## config.mk

```make
export PLATFORM = sky130hd
export DESIGN_NAME = csa_accum_ctrl_flat
export DESIGN_NICKNAME = d
export VERILOG_FILES = /design/src/rtl/csa_accum_ctrl_if.sv /design/src/rtl/csa_accum_ctrl.sv /design/src/flat_wrapper.sv
export SDC_FILE = /design/constraint.sdc
export NUM_CORES = 1
export LEC_CHECK = 0
export CORE_MARGIN = 4
export CORE_UTILIZATION = 59
export CTS_CLUSTER_SIZE = 24
export DETAILED_ROUTE_END_ITERATION = 10
export GPL_ROUTABILITY_DRIVEN = 0
export PLACE_DENSITY = 0.81
export SLEW_MARGIN = 5
export SYNTH_ARGS = -nofsm -noshare
export SYNTH_HDL_FRONTEND = slang
export SYNTH_SLANG_ARGS = --single-unit
export TNS_END_PERCENT = 1
```

## constraint.sdc

```tcl
create_clock -name clk -period 6.89 [get_ports clk]
set_clock_uncertainty 0.2 [all_clocks]
set_input_delay 0.689 -clock clk [delete_from_list [all_inputs] [get_ports clk]]
set_output_delay 0.689 -clock clk [all_outputs]
set_load 0.05 [all_outputs]
```

## src/rtl/csa_accum_ctrl_if.sv

```systemverilog
// Operand-in / result-out handshake bundle for the carry-save accumulator controller.
// The master drives operands and consumes results. The slave is the controller.
interface csa_accum_ctrl_if #(
    parameter int WIDTH = 4,
    parameter int GUARD = 4
) ();
    localparam int ACC_W = WIDTH + GUARD;

    logic             in_valid;
    logic             in_ready;
    logic [WIDTH-1:0] in_data;
    logic             in_last;
    logic             out_valid;
    logic             out_ready;
    logic [ACC_W-1:0] out_sum;
    logic             out_ovf;

    modport master (
        output in_valid, in_data, in_last, out_ready,
        input  in_ready, out_valid, out_sum, out_ovf
    );

    modport slave (
        input  in_valid, in_data, in_last, out_ready,
        output in_ready, out_valid, out_sum, out_ovf
    );
endinterface

```

## src/rtl/csa_accum_ctrl.sv

```systemverilog
// Streams operands through a 3:2 carry-save stage, then ripples the redundant (S, C) pair
// down to one binary sum. in_ready and out_valid come from registered state only.
module csa_accum_ctrl #(
    parameter int WIDTH = 4,
    parameter int GUARD = 4
) (
    input  logic            clk,
    input  logic            rst,
    csa_accum_ctrl_if.slave bus
);
    localparam int ACC_W = WIDTH + GUARD;

    localparam logic [1:0] IDLE    = 2'd0;
    localparam logic [1:0] ACCUM   = 2'd1;
    localparam logic [1:0] RESOLVE = 2'd2;
    localparam logic [1:0] DONE    = 2'd3;

    logic [1:0]       state;
    logic [ACC_W-1:0] s_reg;
    logic [ACC_W-1:0] c_reg;
    logic             ovf;
    logic [ACC_W-1:0] sum_q;
    logic             ovf_q;
    logic             valid_q;

    logic             ready;
    logic             accept;
    logic [ACC_W-1:0] x;
    logic [ACC_W-1:0] maj;
    logic [ACC_W-1:0] gen;

    assign ready  = (state == IDLE) || (state == ACCUM);
    assign accept = bus.in_valid && ready;
    assign x      = ACC_W'(bus.in_data);
    assign maj    = (s_reg & c_reg) | (s_reg & x) | (c_reg & x);
    assign gen    = s_reg & c_reg;

    assign bus.in_ready  = ready;
    assign bus.out_valid = valid_q;
    assign bus.out_sum   = sum_q;
    assign bus.out_ovf   = ovf_q;

    always_ff @(posedge clk or posedge rst) begin
        if (rst) begin
            state   <= IDLE;
            s_reg   <= '0;
            c_reg   <= '0;
            ovf     <= 1'b0;
            sum_q   <= '0;
            ovf_q   <= 1'b0;
            valid_q <= 1'b0;
        end else begin
            case (state)
                IDLE: begin
                    if (accept) begin
                        s_reg <= x;
                        c_reg <= '0;
                        ovf   <= 1'b0;
                        state <= bus.in_last ? RESOLVE : ACCUM;
                    end
                end
                ACCUM: begin
                    if (accept) begin
                        s_reg <= s_reg ^ c_reg ^ x;
                        c_reg <= {maj[ACC_W-2:0], 1'b0};
                        ovf   <= ovf | maj[ACC_W-1];
                        state <= bus.in_last ? RESOLVE : ACCUM;
                    end
                end
                RESOLVE: begin
                    if (c_reg == '0) begin
                        sum_q <= s_reg;
                        ovf_q <= ovf;
                        state <= DONE;
                    end else begin
                        s_reg <= s_reg ^ c_reg;
                        c_reg <= {gen[ACC_W-2:0], 1'b0};
                        ovf   <= ovf | gen[ACC_W-1];
                    end
                end
                default: begin
                    // First DONE cycle presents the result; handshakes complete from the next.
                    if (!valid_q) begin
                        valid_q <= 1'b1;
                    end else if (bus.out_ready) begin
                        valid_q <= 1'b0;
                        s_reg   <= '0;
                        c_reg   <= '0;
                        ovf     <= 1'b0;
                        state   <= IDLE;
                    end
                end
            endcase
        end
    end
endmodule
```

## src/flat_wrapper.sv

```systemverilog
// flat-port wrapper written by rule: the top's interface ports become plain ports
module csa_accum_ctrl_flat 
#(
    parameter int WIDTH = 4,
    parameter int GUARD = 4
)
  (clk, rst, bus_in_valid, bus_in_data, bus_in_last, bus_out_ready, bus_in_ready, bus_out_valid, bus_out_sum, bus_out_ovf);
  csa_accum_ctrl_if #(.WIDTH(WIDTH), .GUARD(GUARD)) bus_i ();
  input  logic clk;
  input  logic rst;
  input wire logic [$bits(bus_i.in_valid)-1:0] bus_in_valid;
  input wire logic [$bits(bus_i.in_data)-1:0] bus_in_data;
  input wire logic [$bits(bus_i.in_last)-1:0] bus_in_last;
  input wire logic [$bits(bus_i.out_ready)-1:0] bus_out_ready;
  output wire logic [$bits(bus_i.in_ready)-1:0] bus_in_ready;
  output wire logic [$bits(bus_i.out_valid)-1:0] bus_out_valid;
  output wire logic [$bits(bus_i.out_sum)-1:0] bus_out_sum;
  output wire logic [$bits(bus_i.out_ovf)-1:0] bus_out_ovf;
  assign bus_i.in_valid = bus_in_valid;
  assign bus_i.in_data = bus_in_data;
  assign bus_i.in_last = bus_in_last;
  assign bus_i.out_ready = bus_out_ready;
  assign bus_in_ready = bus_i.in_ready;
  assign bus_out_valid = bus_i.out_valid;
  assign bus_out_sum = bus_i.out_sum;
  assign bus_out_ovf = bus_i.out_ovf;
  csa_accum_ctrl #(.WIDTH(WIDTH), .GUARD(GUARD)) u_core (.clk(clk), .rst(rst), .bus(bus_i));
endmodule
```

==> results of run 1 <==
cells in the mapped netlist (all sizes together) (3+ instances only):
master | number | area, sq um
fa | 3 | 60.1
nand2 | 13 | 48.8
a222oi | 3 | 30.0
buf | 4 | 47.5
mux2i | 8 | 80.1
a22oi | 4 | 30.0
o21ai | 7 | 35.0
inv | 12 | 45.0
mux2 | 12 | 143
dfrtp | 28 | 701
nor2 | 10 | 37.5
ha | 14 | 175
report_power, final:
part	internal [mW]	switching, mW	total, mW	leakage [nW]
logic	0.166	0.247	0.413	0.470
clock network	0.0589	0.0525	0.111	0.0279
registers	0.195	0.0317	0.227	0.377
total	0.420	0.331	0.751	0.876
logic make-up after synthesis:
family                     Yosys count  share of synthesized area (%)
AOI/OAI and AO/OA                   23                           10.5
adders and majority gates           17                           14.9
muxes                               20                           14.1
DFF                                 28                           44.3
and+or+nand+nor                     34                           10.1
buffers and inverters               17                           6.10
path summary, 6_finish.rpt:
kind | end | slack [ns] | cells after the start
min in group asynchronous | u_core.bus.out_sum[7] | 0.67 | 2
max in group asynchronous | u_core.s_reg[1] | 5.20 | 2
min reg2reg | u_core.bus.out_sum[5] | 0.30 | 2
max | bus_in_ready | 3.70 | 4
max reg2reg | u_core.c_reg[4] | 4.29 | 5
min | u_core.bus.out_sum[5] | 0.30 | 2
critical path: stages, from the launching register on:
cell	delay (ns)
dfrtp_1	0.48
inv_1	0.17
ha_1	0.35
or2_2	0.17
clkdlybuf4s50_1	0.79
layout make-up:
cell class              instances  area, sq um  area share, %
well taps                      30         37.5           2.07
flip-flops and latches         28          701           38.7
multi-input cells              94          783           43.3
clock inverters                 1         30.0           1.66
repair buffers                 19          190           10.5
inverters                      12         45.0           2.49
clock buffers                   3         22.5           1.24
per-layer routing:
| layer | GRT usage, % | vias to the layer above |
|---|---|---|
| met3 | 3.02 | 5 |
| met2 | 31.9 | 28 |
| li1 | - | 525 |
| met4 | 6.65 | 0 |
| met5 | 0 | - |
| met1 | 25.2 | 525 |
==> run_results.csv, run 1 <==
group,metric,value,unit
clock_network,clockBufferDepth,2,
worst_setup_path,critPathCaptureType,"primary output",
logic_synthesis,async_reset_ff_share,100,%
power_and_ir_drop,leakage,0.876,nW
die,core_area,2520,sq um
sta,slew-limit-headroom,30.8,%
die,fp.dieH,59.8,microns
sta,clock.fmax,0.314,GHz
grt,track_usage,19.2,%
routing,top_layer,"met4",
placement,dp_hpwl,2230,microns
routing,vias,1083,
logic_synthesis,ys.flop_type,"dfrtp_1",
finish,antenna_cells,0,
finish,design_area,1810,sq um
sta,setup_viol,0,
sta,timing.final.crit_share,46.2,%
die,die_w,59.8,microns
routing,firstDrtPassIters,4,
finish,syn_to_final_growth,14.5,%
finish,fin_nets,184,
die,die_area,3570,sq um
logic_synthesis,synth_edf_count,0,
clock_network,root_buffer,"clkbuf_4",
sta,finalCriticalPeriod,3.19,ns
logic_synthesis,synthCells,139,
routing,drcViolationCount,0,
clock_network,clk_pin_slew_worst_paths,0.16,ns
power_and_ir_drop,powerDensity,415,nW/um^2
worst_setup_path,rr_startpoint,"u_core.state[0]",
routing,dr.first_iter.drc_count,29,
die,ioPinCount,20,
finish,final_common_cell,"dfrtp_1",
placement,numPortBuffers,19,
die,start_util,62.6,%
worst_setup_path,cp.required,6.00,ns
worst_setup_path,critPathLaunchType,"register",
sta,worst_slew_pin_slew,1.04,ns
logic_synthesis,syn-num-nets,165,
worst_setup_path,path_class,"reg -> out",
clock_network,clk_latency,0.34,ns
routing,vias_per_cell,5.79,
min_path,hold_path_startpoint,"u_core.bus.out_sum[5]",
logic_synthesis,yosysSeqAreaShare,44.3,%
routing,wl_met2,1420,microns
clock_network,clkSinkCount,28,
routing,wl_met3,112,microns
min_path,min_path_type,"reg -> reg",
worst_setup_path,cp.arrival,2.30,ns
clock_network,cts.htree.levels,1,
power_and_ir_drop,ir_drop,355,uV
finish,final_util,71.7,%
grt,antenna_found_initial,0,
placement,pre_cts_slack,4.12,ns
logic_synthesis,synthesis.area,1580,sq um
clock_network,cts_hold_buf,0,
finish,final_cell_mix,"dfrtp_1, clkdlybuf4s50_1, ha_1, nand2_1, inv_1",
finish,nFillCells,201,
worst_setup_path,startpoint,"u_core.state[1]",
power_and_ir_drop,power,0.751,mW
routing,wl_per_cell,16.0,microns
run,drv_cap,0,
sta,whs,0.300,ns
logic_synthesis,ys_ff_latch,28,
sta,rsz0062_at_grt,"false",
routing,drtAntennaViolNets,0,
sta,fin_setup_tns,0,ns
logic_synthesis,yosysWarnings,0,
clock_network,cts_resized,0,
placement,place_area,1760,sq um
finish,drive_above_1_share,12.1,%
grt,grt_pass1_vias,1095,
worst_setup_path,path_max_fanout,9,
die,num_rows,18,
logic_synthesis,ys_types,32,
grt,grt_start_max_net_pins,29,
clock_network,post_cts_buffers,0,
placement,placedCellCount,183,
sta,slew_viol_final,0,
routing,m1WireLength,1400,microns
sta,setup_slack,3.70,ns
finish,instances_no_fill,187,
sta,hold_viol_final,0,
grt,grt-ovfl-total,0,
clock_network,cts_tree,"built",
routing,drt_wl_total,2990,microns
logic_synthesis,avgSynthCellArea,11.4,sq um
grt,grt_pass1_wl,5080,microns
clock_network,numCtsBuffers,3,
run_status,outcome,"completed",
No activity file was read; power rests on OpenSTA's default activity.
==> run 2: changes to the inputs <==
--- a/config.mk
+++ b/config.mk
@@ -6,11 +6,11 @@
 export NUM_CORES = 1
 export LEC_CHECK = 0
 export CORE_MARGIN = 4
-export CORE_UTILIZATION = 59
+export CORE_UTILIZATION = 54
 export CTS_CLUSTER_SIZE = 24
 export DETAILED_ROUTE_END_ITERATION = 10
 export GPL_ROUTABILITY_DRIVEN = 0
-export PLACE_DENSITY = 0.81
+export PLACE_DENSITY = 0.75
 export SLEW_MARGIN = 5
 export SYNTH_ARGS = -nofsm -noshare
 export SYNTH_HDL_FRONTEND = slang
==> constraint.sdc (replaced) <==
create_clock -name clk -period 3.1 [get_ports clk]
set_clock_uncertainty 0.2 [all_clocks]
set_input_delay 0.31 -clock clk [delete_from_list [all_inputs] [get_ports clk]]
set_output_delay 0.31 -clock clk [all_outputs]
set_load 0.05 [all_outputs]
==> run_results.csv, run 2 (synthesis gave the netlist of run 1 again) <==
group,metric,value,unit
run_status,outcome,"completed",
sta,slew-limit-headroom,66.4,%
finish,final_cell_mix,"dfrtp_1, clkdlybuf4s50_1, ha_1, nand2_1, inv_1",
sta,timing.final.crit_share,91.4,%
finish,fin_nets,186,
grt,track_usage,17.8,%
sta,fin_setup_tns,0,ns
placement,numPortBuffers,19,
worst_setup_path,critPathLaunchType,"register",
finish,nFillCells,226,
die,start_util,56.8,%
routing,firstDrtPassIters,8,
die,fp.dieH,62.1,microns
routing,drcViolationCount,0,
die,ioPinCount,20,
sta,rsz0062_at_grt,"false",
sta,slew_viol_final,0,
worst_setup_path,rrSetupSlack,0.55,ns
run,drv_cap,0,
die,die_area,3860,sq um
worst_setup_path,cp.required,2.59,ns
min_path,min_path_type,"in -> async",
power_and_ir_drop,powerDensity,923,nW/um^2
placement,dp_hpwl,2190,microns
grt,grt-ovfl-total,0,
worst_setup_path,path_max_fanout,8,
sta,setup_viol,0,
clock_network,cts_tree,"built",
worst_setup_path,critPathCaptureType,"primary output",
die,die_w,62.1,microns
worst_setup_path,rr_startpoint,"u_core.state[1]",
power_and_ir_drop,leakage,0.885,nW
clock_network,clockBufferDepth,2,
worst_setup_path,cp_top_family,"buffers and inverters",
finish,syn_to_final_growth,15.5,%
clock_network,cts.htree.levels,1,
sta,finalCriticalPeriod,2.83,ns
power_and_ir_drop,ir_drop,621,uV
clock_network,clk_latency,0.33,ns
finish,drive_above_1_share,13.2,%
clock_network,cts_resized,0,
worst_setup_path,ff2ff_path_depth,6,
sta,whs,0.110,ns
routing,vias,1127,
worst_setup_path,r2r-end,"u_core.c_reg[2]",
worst_setup_path,cp.arrival,2.32,ns
worst_setup_path,max_stage_delay,0.79,ns
clock_network,root_buffer,"clkbuf_4",
grt,antenna_found_initial,0,
worst_setup_path,cp_num_buf_inv,2,
finish,final_common_cell,"dfrtp_1",
worst_setup_path,path_class,"reg -> out",
routing,drtAntennaViolNets,0,
sta,hold_viol_final,0,
worst_setup_path,crit_chain,"inv_1 > ha_1 > or2_2 > clkdlybuf4s50_1",
worst_setup_path,cp_slowest_cell,"clkdlybuf4s50_1",
routing,wl_per_cell,16.0,microns
finish,antenna_cells,0,
clock_network,post_cts_buffers,0,
grt,grt_pass1_vias,1122,
die,num_rows,19,
clock_network,clkSinkCount,28,
clock_network,numCtsBuffers,3,
sta,clock.fmax,0.353,GHz
routing,vias_per_cell,5.93,
grt,grt_start_max_net_pins,29,
grt,grt_pass1_wl,5060,microns
routing,drt_wl_total,3040,microns
die,core_area,2780,sq um
clock_network,clk_pin_slew_worst_paths,0.15,ns
clock_network,cts_hold_buf,0,
sta,worst_slew_pin_slew,0.503,ns
routing,dr.first_iter.drc_count,99,
-- run 2: cell count changes in the layout (fill, tap and decap cells not counted), sizes merged --
cell and change:
buf +2
-- run 2: cell type report --
type                       instances  area (sq um)  share of cell area, %
inverter                          12          45.0                   2.47
clock inverter                     1          30.0                   1.64
timing repair buffer              21           205                   11.2
multi-input combinational         94           783                   42.9
clock buffer                       3          22.5                   1.23
tap                               31          38.8                   2.12
sequential                        28           701                   38.4
-- run 2: through the flow --
stage | worst slack [ns] | instances | power [mW] | util (%) | cell area (sq um)
3_3_place_gp | 0.696 | 186 | 1.41 | 63.7 | 1770
4_1_cts | 0.291 | 190 | 1.70 | 65.6 | 1830
5_1_grt | 0.177 | 190 | 1.79 | 65.6 | 1830
3_5_place_dp | 0.610 | 186 | 1.44 | 63.7 | 1770
2_1_floorplan | 0.580 | 139 | 1.29 | - | 1580
6_report | 0.267 | 190 | 1.69 | 65.6 | 1830
-- run 2: worst register-to-register path, stage by stage, from the launching register on --
cell	delay, ns
dfrtp_1	0.49
inv_1	0.15
ha_1	0.32
or4_4	0.58
o21a_1	0.13
and3_4	0.26
mux2_4	0.32
-- run 2: worst max-delay path by stage --
stage | start | endpoint | slack [ns] | depth (start not counted)
2_1_floorplan | u_core.state[1] | u_core.c_reg[1] | 0.58 | 9
3_3_place_gp | u_core.state[1] | u_core.c_reg[2] | 0.70 | 6
3_5_place_dp | u_core.state[1] | u_core.c_reg[1] | 0.61 | 6
4_1_cts | u_core.state[1] | bus_in_ready | 0.29 | 4
5_1_grt | u_core.state[1] | bus_in_ready | 0.18 | 4
6_report | u_core.state[1] | bus_in_ready | 0.27 | 4
-- run 2: routing by layer --
metal,up-vias,wire [microns],global-route usage [%]
met5,-,0,0
met1,559,1400,24.3
met4,0,51,6.36
met2,33,1450,28.4
met3,7,143,3.10
li1,528,-,-
-- run 2: where the power goes --
| part | switching (mW) | internal (mW) | leakage, nW |
|---|---|---|---|
| clock network | 0.111 | 0.131 | 0.0279 |
| registers | 0.0720 | 0.434 | 0.377 |
| logic | 0.558 | 0.379 | 0.480 |
==> run 3: changes to the inputs <==
--- a/config.mk
+++ b/config.mk
@@ -5,7 +5,7 @@
 export SDC_FILE = /design/constraint.sdc
 export NUM_CORES = 1
 export LEC_CHECK = 0
-export CORE_MARGIN = 4
+export ABC_AREA = 0
 export CORE_UTILIZATION = 54
 export CTS_CLUSTER_SIZE = 24
 export DETAILED_ROUTE_END_ITERATION = 10
==> run_results.csv, run 3 (synthesis gave the netlist of run 1 again) <==
group,metric,value,unit
run_status,outcome,"completed",
sta,worst_slew_pin_slew,0.499,ns
grt,grt_pass1_vias,1182,
sta,setup_viol,0,
clock_network,post_cts_buffers,0,
clock_network,clk_latency,0.33,ns
power_and_ir_drop,ir_drop,647,uV
clock_network,cts_resized,0,
clock_network,numCtsBuffers,3,
routing,firstDrtPassIters,4,
routing,vias,1129,
die,start_util,57.3,%
finish,syn_to_final_growth,15.5,%
finish,fin_nets,186,
die,ioPinCount,20,
power_and_ir_drop,powerDensity,928,nW/um^2
clock_network,cts.htree.levels,1,
grt,grt_use_met3,3.72,%
die,die_area,3150,sq um
worst_setup_path,cp.arrival,2.33,ns
worst_setup_path,startpoint,"u_core.state[1]",
sta,rsz0062_at_grt,"false",
finish,final_cell_mix,"dfrtp_1, clkdlybuf4s50_1, ha_1, nand2_1, inv_1",
die,fp.dieH,56.1,microns
power_and_ir_drop,power.switching,0.750,mW
routing,dr.first_iter.drc_count,38,
routing,drcViolationCount,0,
sta,hold_viol_final,0,
sta,slew-limit-headroom,66.6,%
routing,vias_per_cell,5.94,
grt,grt_pass1_wl,5430,microns
worst_setup_path,path_max_fanout,9,
clock_network,cts_hold_buf,0,
worst_setup_path,critPathCaptureType,"primary output",
clock_network,clockBufferDepth,2,
min_path,min_path_type,"in -> async",
clock_network,cts_tree,"built",
worst_setup_path,rr_startpoint,"u_core.state[1]",
clock_network,clkSinkCount,28,
power_and_ir_drop,seqPwrFrac,29.9,%
power_and_ir_drop,swShare,44.3,%
grt,grt.busiest_layer,"met2",
grt,grt_start_max_net_pins,29,
placement,numPortBuffers,19,
grt,track_usage,22.5,%
sta,fin_setup_tns,0,ns
power_and_ir_drop,internal_power,0.944,mW
power_and_ir_drop,power,1.69,mW
routing,wl_per_cell,16.4,microns
sta,finalCriticalPeriod,2.84,ns
power_and_ir_drop,p_comb_share,55.9,%
finish,drive_above_1_share,13.2,%
clock_network,clk_pin_slew_worst_paths,0.15,ns
placement,dp_hpwl,2180,microns
finish,final_common_cell,"dfrtp_1",
routing,drt_wl_total,3120,microns
grt,antenna_found_initial,0,
grt,grt-ovfl-total,0,
sta,clock.fmax,0.352,GHz
die,core_area,2760,sq um
clock_network,root_buffer,"clkbuf_4",
die,num_rows,19,
grt,grt_use_met2,35.0,%
grt,use_met1,30.5,%
run,drv_cap,0,
power_and_ir_drop,pwr-share-clk,14.2,%
worst_setup_path,critPathLaunchType,"register",
routing,drtAntennaViolNets,0,
worst_setup_path,path_class,"reg -> out",
worst_setup_path,cp.required,2.59,ns
finish,antenna_cells,0,
sta,slew_viol_final,0,
sta,timing.final.crit_share,91.6,%
die,die_w,56.1,microns
power_and_ir_drop,leakage,0.885,nW
## run 3: cell counts in the layout (fill, tap and decap cells not counted)
No cell type changed its count.
## run 3: worst max-delay path, stage by stage (launching register included)
cell,delay (ns)
dfrtp_1,0.50
inv_1,0.15
ha_1,0.32
or2_2,0.33
clkdlybuf4s50_1,0.70
## run 3: routing by layer
metal	vias to the layer above	part of all wire, %	wire (microns)
met3	9	5.4	169
li1	537	-	-
met1	547	46	1430
met4	0	2.8	87
met5	-	0	0
met2	36	46	1430
## run 3: worst paths after layout
| check | slack [ns] | cells after the start | to |
|---|---|---|---|
| max in group asynchronous | 2.33 | 3 | u_core.bus.out_valid |
| max reg2reg | 0.52 | 6 | u_core.c_reg[2] |
| min reg2reg | 0.31 | 2 | u_core.bus.out_sum[4] |
| min in group clk | 0.31 | 2 | u_core.bus.out_sum[4] |
| max | 0.26 | 4 | bus_in_ready |
| min | 0.11 | 3 | u_core.bus.out_sum[1] |
## run 3: stage by stage
| stage | instance area, sq um | utilization, % | cells | setup slack, ns | hold WS [ns] |
|---|---|---|---|---|---|
| after floorplan | 1580 | - | 139 | 0.580 | 0.175 |
| after detailed placement | 1770 | 64.3 | 186 | 0.577 | 0.276 |
| after global placement | 1770 | 64.3 | 186 | 0.692 | 0.264 |
| final | 1830 | 66.2 | 190 | 0.261 | 0.111 |
| after CTS | 1830 | 66.2 | 190 | 0.283 | 0.116 |
| after global routing | 1830 | 66.2 | 190 | 0.173 | 0.145 |
## run 3: layout make-up
type | count | area, sq um
flip-flops and latches | 28 | 701
clock buffers | 3 | 22.5
multi-input cells | 94 | 783
repair buffers | 21 | 205
inverters | 12 | 45.0
fillers | 213 | 932
clock inverters | 1 | 30.0
well taps | 31 | 38.8
## run 3: power groups by stage
stage | logic, mW | clock network (mW) | registers [mW]
after floorplan | 0.695 | 0 | 0.598
after global placement | 0.915 | 0 | 0.505
after detailed placement | 0.934 | 0 | 0.511
after CTS | 0.946 | 0.245 | 0.503
after global routing | 1.03 | 0.258 | 0.517
final | 0.947 | 0.241 | 0.506
